`src/rtl/des_pkg.sv`:
```
// Shared DES key-schedule constants: permutation tables, per-round rotation
// amounts and the schedule FSM state type.
package des_pkg;

  localparam int KEY_W    = 64;
  localparam int CD_W     = 28;
  localparam int SK_W     = 48;
  localparam int N_ROUNDS = 16;

  // Entries are 1-based DES bit numbers of the source vector (bit 1 = MSB).
  localparam int PC1 [56] = '{
    57, 49, 41, 33, 25, 17,  9,
     1, 58, 50, 42, 34, 26, 18,
    10,  2, 59, 51, 43, 35, 27,
    19, 11,  3, 60, 52, 44, 36,
    63, 55, 47, 39, 31, 23, 15,
     7, 62, 54, 46, 38, 30, 22,
    14,  6, 61, 53, 45, 37, 29,
    21, 13,  5, 28, 20, 12,  4
  };

  localparam int PC2 [48] = '{
    14, 17, 11, 24,  1,  5,
     3, 28, 15,  6, 21, 10,
    23, 19, 12,  4, 26,  8,
    16,  7, 27, 20, 13,  2,
    41, 52, 31, 37, 47, 55,
    30, 40, 51, 45, 33, 48,
    44, 49, 39, 56, 34, 53,
    46, 42, 50, 36, 29, 32
  };

  localparam logic [1:0] ENC_SHIFT [16] = '{
    2'd1, 2'd1, 2'd2, 2'd2, 2'd2, 2'd2, 2'd2, 2'd2,
    2'd1, 2'd2, 2'd2, 2'd2, 2'd2, 2'd2, 2'd2, 2'd1
  };

  // Decrypt starts at K16, whose cumulative shift of 28 is the identity.
  localparam logic [1:0] DEC_SHIFT [16] = '{
    2'd0, 2'd1, 2'd2, 2'd2, 2'd2, 2'd2, 2'd2, 2'd2,
    2'd1, 2'd2, 2'd2, 2'd2, 2'd2, 2'd2, 2'd2, 2'd1
  };

  typedef enum logic {IDLE, EMIT} state_t;

  // Bit 27 holds DES bit 1 of the half, so a DES left shift is a rotate toward the MSB.
  function automatic logic [CD_W-1:0] rotl28(input logic [CD_W-1:0] x, input logic [1:0] n);
    case (n)
      2'd1:    rotl28 = {x[CD_W-2:0], x[CD_W-1]};
      2'd2:    rotl28 = {x[CD_W-3:0], x[CD_W-1:CD_W-2]};
      default: rotl28 = x;
    endcase
  endfunction

  function automatic logic [CD_W-1:0] rotr28(input logic [CD_W-1:0] x, input logic [1:0] n);
    case (n)
      2'd1:    rotr28 = {x[0], x[CD_W-1:1]};
      2'd2:    rotr28 = {x[1:0], x[CD_W-1:2]};
      default: rotr28 = x;
    endcase
  endfunction

endpackage

```
`src/rtl/des_pc2.sv`:
```
// PC-2 compression of the 56-bit C||D state to a 48-bit round subkey; pure wiring,
// shared with the round-function key-mix stage.
module des_pc2
  import des_pkg::*;
(
  input  logic [2*CD_W-1:0] cd,
  output logic [SK_W-1:0]   subkey
);

  always_comb begin
    subkey = '0;
    for (int i = 0; i < SK_W; i++) begin
      subkey[SK_W-1-i] = cd[2*CD_W-PC2[i]];
    end
  end

endmodule

```
`src/rtl/des_key_schedule.sv`:
```
// Iterative DES subkey generator: emits K1..K16 (or K16..K1) one per valid/ready
// handshake, rotating C and D in place instead of storing subkeys.
module des_key_schedule
  import des_pkg::*;
(
  input  logic             clk,
  input  logic             rst_n,
  input  logic             start,
  input  logic [KEY_W-1:0] key_in,
  input  logic             decrypt,
  output logic             busy,
  output logic             sk_valid,
  input  logic             sk_ready,
  output logic [SK_W-1:0]  subkey,
  output logic [3:0]       sk_round,
  output logic             sk_last
);

  state_t          state;
  logic [CD_W-1:0] c;
  logic [CD_W-1:0] d;
  logic [3:0]      round;
  logic            dir;
  logic            valid_q;
  logic            last_q;

  logic [2*CD_W-1:0] pc1_cd;
  logic [3:0]        next_round;

  always_comb begin
    pc1_cd = '0;
    for (int i = 0; i < 2*CD_W; i++) begin
      pc1_cd[2*CD_W-1-i] = key_in[KEY_W-PC1[i]];
    end
  end

  assign next_round = round + 4'd1;

  always_ff @(posedge clk or negedge rst_n) begin
    if (!rst_n) begin
      state   <= IDLE;
      c       <= '0;
      d       <= '0;
      round   <= '0;
      dir     <= 1'b0;
      valid_q <= 1'b0;
      last_q  <= 1'b0;
    end else begin
      case (state)
        IDLE: begin
          if (start) begin
            c       <= decrypt ? pc1_cd[2*CD_W-1:CD_W] : rotl28(pc1_cd[2*CD_W-1:CD_W], 2'd1);
            d       <= decrypt ? pc1_cd[CD_W-1:0]      : rotl28(pc1_cd[CD_W-1:0], 2'd1);
            round   <= '0;
            dir     <= decrypt;
            valid_q <= 1'b1;
            last_q  <= 1'b0;
            state   <= EMIT;
          end
        end
        EMIT: begin
          if (sk_ready) begin
            if (round == 4'(N_ROUNDS-1)) begin
              valid_q <= 1'b0;
              last_q  <= 1'b0;
              state   <= IDLE;
            end else begin
              round  <= next_round;
              last_q <= (next_round == 4'(N_ROUNDS-1));
              c      <= dir ? rotr28(c, DEC_SHIFT[next_round]) : rotl28(c, ENC_SHIFT[next_round]);
              d      <= dir ? rotr28(d, DEC_SHIFT[next_round]) : rotl28(d, ENC_SHIFT[next_round]);
            end
          end
        end
        default: state <= IDLE;
      endcase
    end
  end

  assign busy     = valid_q;
  assign sk_valid = valid_q;
  assign sk_last  = last_q;
  assign sk_round = round;

  des_pc2 u_pc2 (
    .cd     ({c, d}),
    .subkey (subkey)
  );

endmodule

```
`config.mk`:
```
export PLATFORM = sky130hd
export DESIGN_NAME = des_key_schedule
export DESIGN_NICKNAME = d
export VERILOG_FILES = /design/src/rtl/des_pkg.sv /design/src/rtl/des_pc2.sv /design/src/rtl/des_key_schedule.sv
export SDC_FILE = /design/constraint.sdc
export NUM_CORES = 1
export LEC_CHECK = 0
export BUFFER_PORTS_ARGS = -buffer_cell sky130_fd_sc_hd__buf_2
export CORE_MARGIN = 2
export CORE_UTILIZATION = 56
export CTS_CLUSTER_SIZE = 8
export DETAILED_ROUTE_END_ITERATION = 7
export HOLD_SLACK_MARGIN = 0.06
export PLACE_DENSITY_LB_ADDON = 0.25
export SETUP_SLACK_MARGIN = 0.15
export SYNTH_ARGS = -nofsm -noshare
export SYNTH_HDL_FRONTEND = slang
export SYNTH_SLANG_ARGS = --single-unit
```
`constraint.sdc`:
```
create_clock -name clk -period 4.1 [get_ports clk]
set_input_delay 0.82 -clock clk [delete_from_list [all_inputs] [get_ports clk]]
set_output_delay 0.82 -clock clk [all_outputs]
set_load 0.01 [all_outputs]
```
=== Yosys cells after proc, flatten, opt, wreduce, memory -nomap -nowiden ===
Memory sizes are Yosys's and may differ from the RTL's.
Cells that the tools add are included.

* $lt $le $gt $ge: 1
* Add/subtract/negate cells: 1
* Reduce and logical (&&, ||, !) cells: 5
* Equality and inequality tests: 12
* Muxes and demuxes: 36
* Bitwise gates (word level): 2

{| class="wikitable"
|+ Operators with widths
! operator !! number
|-
| $pmux 28 s2 || 6
|-
| $mux 28 || 10
|-
| $mux 4 || 3
|-
| $mux 1 || 9
|-
| $eq 4x4->1 const B || 2
|-
| $mux 2 || 4
|-
| $pmux 4 s2 || 1
|-
| $ne 2x2->1 const B || 3
|-
| $pmux 1 s2 || 3
|-
| $reduce_and 3->1 || 2
|-
| $ge 5x5->1 const B || 1
|-
| $not 4->5 || 1
|-
| $reduce_and 5->1 || 1
|-
| $add 4x1->4 const B || 1
|-
| $eq 2x1->1 const B || 2
|-
| $eq 2x2->1 const B || 2
|-
| $ne 4x1->1 const B || 1
|-
| $ne 4x2->1 const B || 1
|-
| $reduce_and 2->1 || 2
|-
| $ne 2x1->1 const B || 1
|-
| $not 1->1 || 1
|}

* Logic and storage cells: 66
* Bits of input ports: 69
* Memories: 2
* Output and inout port bits: 55
* Memory bits (read-only): 64
* Bits in registers: 64

{| class="wikitable"
|+ Memories
! memory !! depth !! width !! read ports !! clocked after Yosys merged registers in !! write ports !! RTL line !! source
|-
| (name not given) || 16 || 2 || 1 || 0 || 0 || des_key_schedule.sv:71 || <nowiki>d <= dir ? rotr28(d, DEC_SHIFT[next_round]) : rotl28(d, ENC_SHIFT[next_round]);</nowiki>
|-
| (name not given) || 16 || 2 || 1 || 0 || 0 || des_key_schedule.sv:71 ||
|}

=== Longest topological paths before layout ===
* Depth after elaboration: 11
* Gate-level depth with buffers: 12
* Depth with buffers taken out: 10

=== Cells and area by module ===
From an unflattened synthesis, not the netlist that was laid out.

* Cells, all modules: 554
* Area total of the unflattened synthesis: 5901.9 µm²

{| class="wikitable"
|+ By module, submodules not included
! module !! sequential area each (µm²) !! cells each !! instances !! area an instance (µm²)
|-
| des_key_schedule || 1601.5 || 506 || 1 || 5541.6
|-
| des_pc2 || 0.0 || 48 || 1 || 360.3
|}

=== Worst setup path before layout ===
Ideal clock, no wire load.

* Kind: flip-flop to flip-flop
* Start point: register round[1], in the netlist sk_round[1]
* End point: register c[0]
* Period minus slack after synthesis: 2912 ps
* Required time: 3975 ps
* Library setup time: 125 ps
* Path buffers: 3
* Stages on the path, launching flop included: 12
* Setup slack: 1188 ps
* Data arrival time: 2787 ps
* Path through: dfrtp_1 ha_1 buf_4 or2_2 o21ai_0 a21oi_1 ha_1 mux2_2 a21oi_2 buf_6 buf_6 mux2_4

* Cells in the longest elaborated chain, start to end: 11
* Elaborated cells on any way between the ends: 23
* Classes of those cells: add/sub: 1; eq/ne: 8; mux: 10; bitwise: 1; reduce/logical: 1; memory: 2

{| class="wikitable"
|+ RTL lines
! item !! RTL line !! source
|-
| start, declared || des_key_schedule.sv:22 || <nowiki>logic [3:0] round;</nowiki>
|-
| start signal, assigned || des_key_schedule.sv:68 || <nowiki>round <= next_round;</nowiki>
|-
| $add 4x1->4 || des_key_schedule.sv:37 || <nowiki>assign next_round = round + 4'd1;</nowiki>
|-
| $not 4->5 (implied by the code) || des_key_schedule.sv:70 || <nowiki>c <= dir ? rotr28(c, DEC_SHIFT[next_round]) : rotl28(c, ENC_SHIFT[next_round]);</nowiki>
|-
| $mem_v2 16x2 || -- ||
|-
| $mux 2 (2 in series) || -- ||
|-
| $eq 2x2->1 (tied with other cells) || des_pkg.sv:48 || <nowiki>case (n)</nowiki>
|-
| $pmux 28 s2 (on tied branches) || des_pkg.sv:48, des_pkg.sv:56 ||
|-
| $mux 28 || des_key_schedule.sv:70 ||
|-
| $mux 28 || des_key_schedule.sv:63 || <nowiki>if (round == 4'(N_ROUNDS-1)) begin</nowiki>
|-
| $mux 28 || des_key_schedule.sv:62 || <nowiki>if (sk_ready) begin</nowiki>
|-
| $pmux 28 s2 || des_key_schedule.sv:49 || <nowiki>case (state)</nowiki>
|-
| end signal, assigned || des_key_schedule.sv:52 || <nowiki>c <= decrypt ? pc1_cd[2*CD_W-1:CD_W] : rotl28(pc1_cd[2*CD_W-1:CD_W], 2'd1);</nowiki>
|-
| end signal, assigned || des_key_schedule.sv:70 ||
|-
| end, declared || des_key_schedule.sv:20 || <nowiki>logic [CD_W-1:0] c;</nowiki>
|}

Several ways; a longest one is shown, not always the timed one. The select of a mux whose other input is x is not followed.
A chain may end at the register's enable or synchronous reset.

=== Worst setup path after layout ===
* Start point: register round[1], in the netlist sk_round[1]
* End point: register c[12]

The elaborated chain is that of the path after synthesis.

==> results.ini <==
[detailed_routing]
finalWirelength_mm = 13.5
routedWlPerCell_um = 18.4
drc = 0
first_pass_iters = 5
vias_per_cell = 6.05
ant_nets = 0
drtIter0Drc = 228
routed-via-count = 4459

[place]
postPlaceCellArea_um2 = 6150
placed_cells = 723
gp_congestion = 0.838
io_buffers = 115
hpwl_mm = 8.89

[setup_path]
cpPeakStageDelay_ns = 0.50
criticalPathCategory = flop to flop
crit_path_start_kind = flop
r2r_end = c[12]
critPathArrivalTime_ns = 3.65
reg2regPathDepth = 9
cp-end-kind = flop
r2r_setup_slack_ns = 0.68
rr_startpoint = sk_round[1]
crit_family = adder cells
critPathRequiredTime_ns = 4.34
cp_max_fo = 32
crit_slowest_cell = dfrtp_1
crit_chain = ha_1, or2_2, o21ai_0, a21oi_1, ha_2, mux2_2, a21oi_4, buf_4, mux2_2
timing.critical_path.buf_inv = 1
critical_path.most_common_cell = mux2_2

[timing]
fin_skew_ns = 0.00935
drv_slew = 0
relSlewSlack_pct = 23.9
hold_violations = 0
rsz0062_at_grt = no
setup_viol = 0
min_period_ns = 3.42
fin_crit_sh_pct = 83.4
tightest_slew_ns = 1.14
fmax_mhz = 293
timing.setup.tns_ns = 0

[status]
status = finished, final reports clean

[clock_network]
hold_buffers = 0
root_buffer = clkbuf_8
htreeDepth = 3
tritoncts = done
cts.repair.resized = 0
post_cts_buffers = 0
cts_made_buffers = 9
path_clk_slew_ns = 0.07
clock-sinks = 64
clk_latency_ns = 0.35
cts_buffer_depth = 2

[synthesis]
syn_area_um2 = 5910
avgSynthCellArea_um2 = 10.6
synth_edf_count = 0
synthCells = 558
ys_seq_area_share_pct = 27.1
ys_ff_latch = 64
async_flop_share_pct = 100
synth_ff_type = dfrtp_1
syn_nets = 636
yosysWarningCount = 0
synth_cell_types = 34

[cells_and_area]
layout.nets = 676
diodes = 0
fin_area_um2 = 6300
drive_above_1_share_pct = 43.4
final_cell_mix = buf_2 (114), mux2i_1 (112), mux2_2 (75)
syn_to_final_growth_pct = 6.60
final_common_cell = buf_2
fin_cells = 737
fin_util_pct = 61.3

[floorplanning]
initial_core_util_pct = 57.5
num_rows = 37
die_w_um = 107
die_area_um2 = 11400
die_h_um = 107
io_pins = 124
core_um2 = 10300

[job]
maxCapViolations = 0

[grt]
globalRouteOverflowTotal = 0
antenna_found_initial = 0
grt_usage_pct = 24.3
grt_pass1_vias = 4339
grt_max_degree = 58
grt_pass1_wl_mm = 22.5

[hold_path]
hp-class = input port to asynchronous set/reset pin

[metal layers]
layer / wire length, µm / vias to the layer above / GRT usage [%]
met5: 0 / - / 0
met4: 87 / 0 / 6.40
met3: 680 / 6 / 4.62
met2: 6670 / 112 / 38.7
met1: 6110 / 2227 / 34.1
li1: - / 2114 / -
[Yosys cell counts, drive strengths merged, types with 4 or more instances]
cell type  instances  area, µm²
clkbuf            12       45.0
buf               84        588
dfrtp             64       1600
mux2             115       1450
nand3              4       32.5
a21oi              4       23.8
o221ai            56        490
ha                 9        113
nand2             65        244
o21ai              7       35.0
mux2i            112       1120
inv                7       26.3
[worst max-delay path by stage]
stage,startpoint,to,slack (ns),cells past startpoint
2_1_floorplan,sk_round[1],c[0],1.19,11
3_3_place_gp,sk_round[1],c[11],0.78,9
3_5_place_dp,sk_round[1],c[12],0.70,9
4_1_cts,sk_round[1],c[12],0.68,9
5_1_grt,sk_round[1],c[12],0.44,9
6_report,sk_round[1],c[12],0.68,9
[state kept, by name (all words and copies together) (netlist names)]
name,cells
dir,1
c,28
sk_last,1
state,1
sk_round,4
d,28
busy,1
[layout make-up]
cell class | instances | area, µm²
flip-flops and latches | 64 | 1600
clock inverters | 1 | 5.00
well taps | 136 | 170
repair buffers | 125 | 666
multi-input cells | 391 | 3680
clock buffers | 13 | 149
inverters | 7 | 26.3
fillers | 908 | 3970
[logic make-up (layout without fill, tap and decap cells)]
logic type,after synthesis,in the layout,synth area share (%)
AND/OR/NAND/NOR,78,78,5.63
multiplexers,227,227,43.4
buffers and inverters,103,146,11.2
flip-flops,64,64,27.1
adder cells (fa/ha/maj),9,9,1.90
XOR/XNOR,2,2,0.296
AO/OA/AOI/OAI,75,75,10.5
[metrics by stage]
stage                     hold WS [ns]  setup slack (ns)
after floorplan                  0.524              1.19
after global placement           0.510             0.776
after detailed placement         0.525             0.698
after CTS                        0.343             0.684
after global routing             0.361             0.442
final                            0.345             0.682
Power is not shown: default switching activity piles up to over one toggle a cycle in this logic, so the estimate is an artifact.
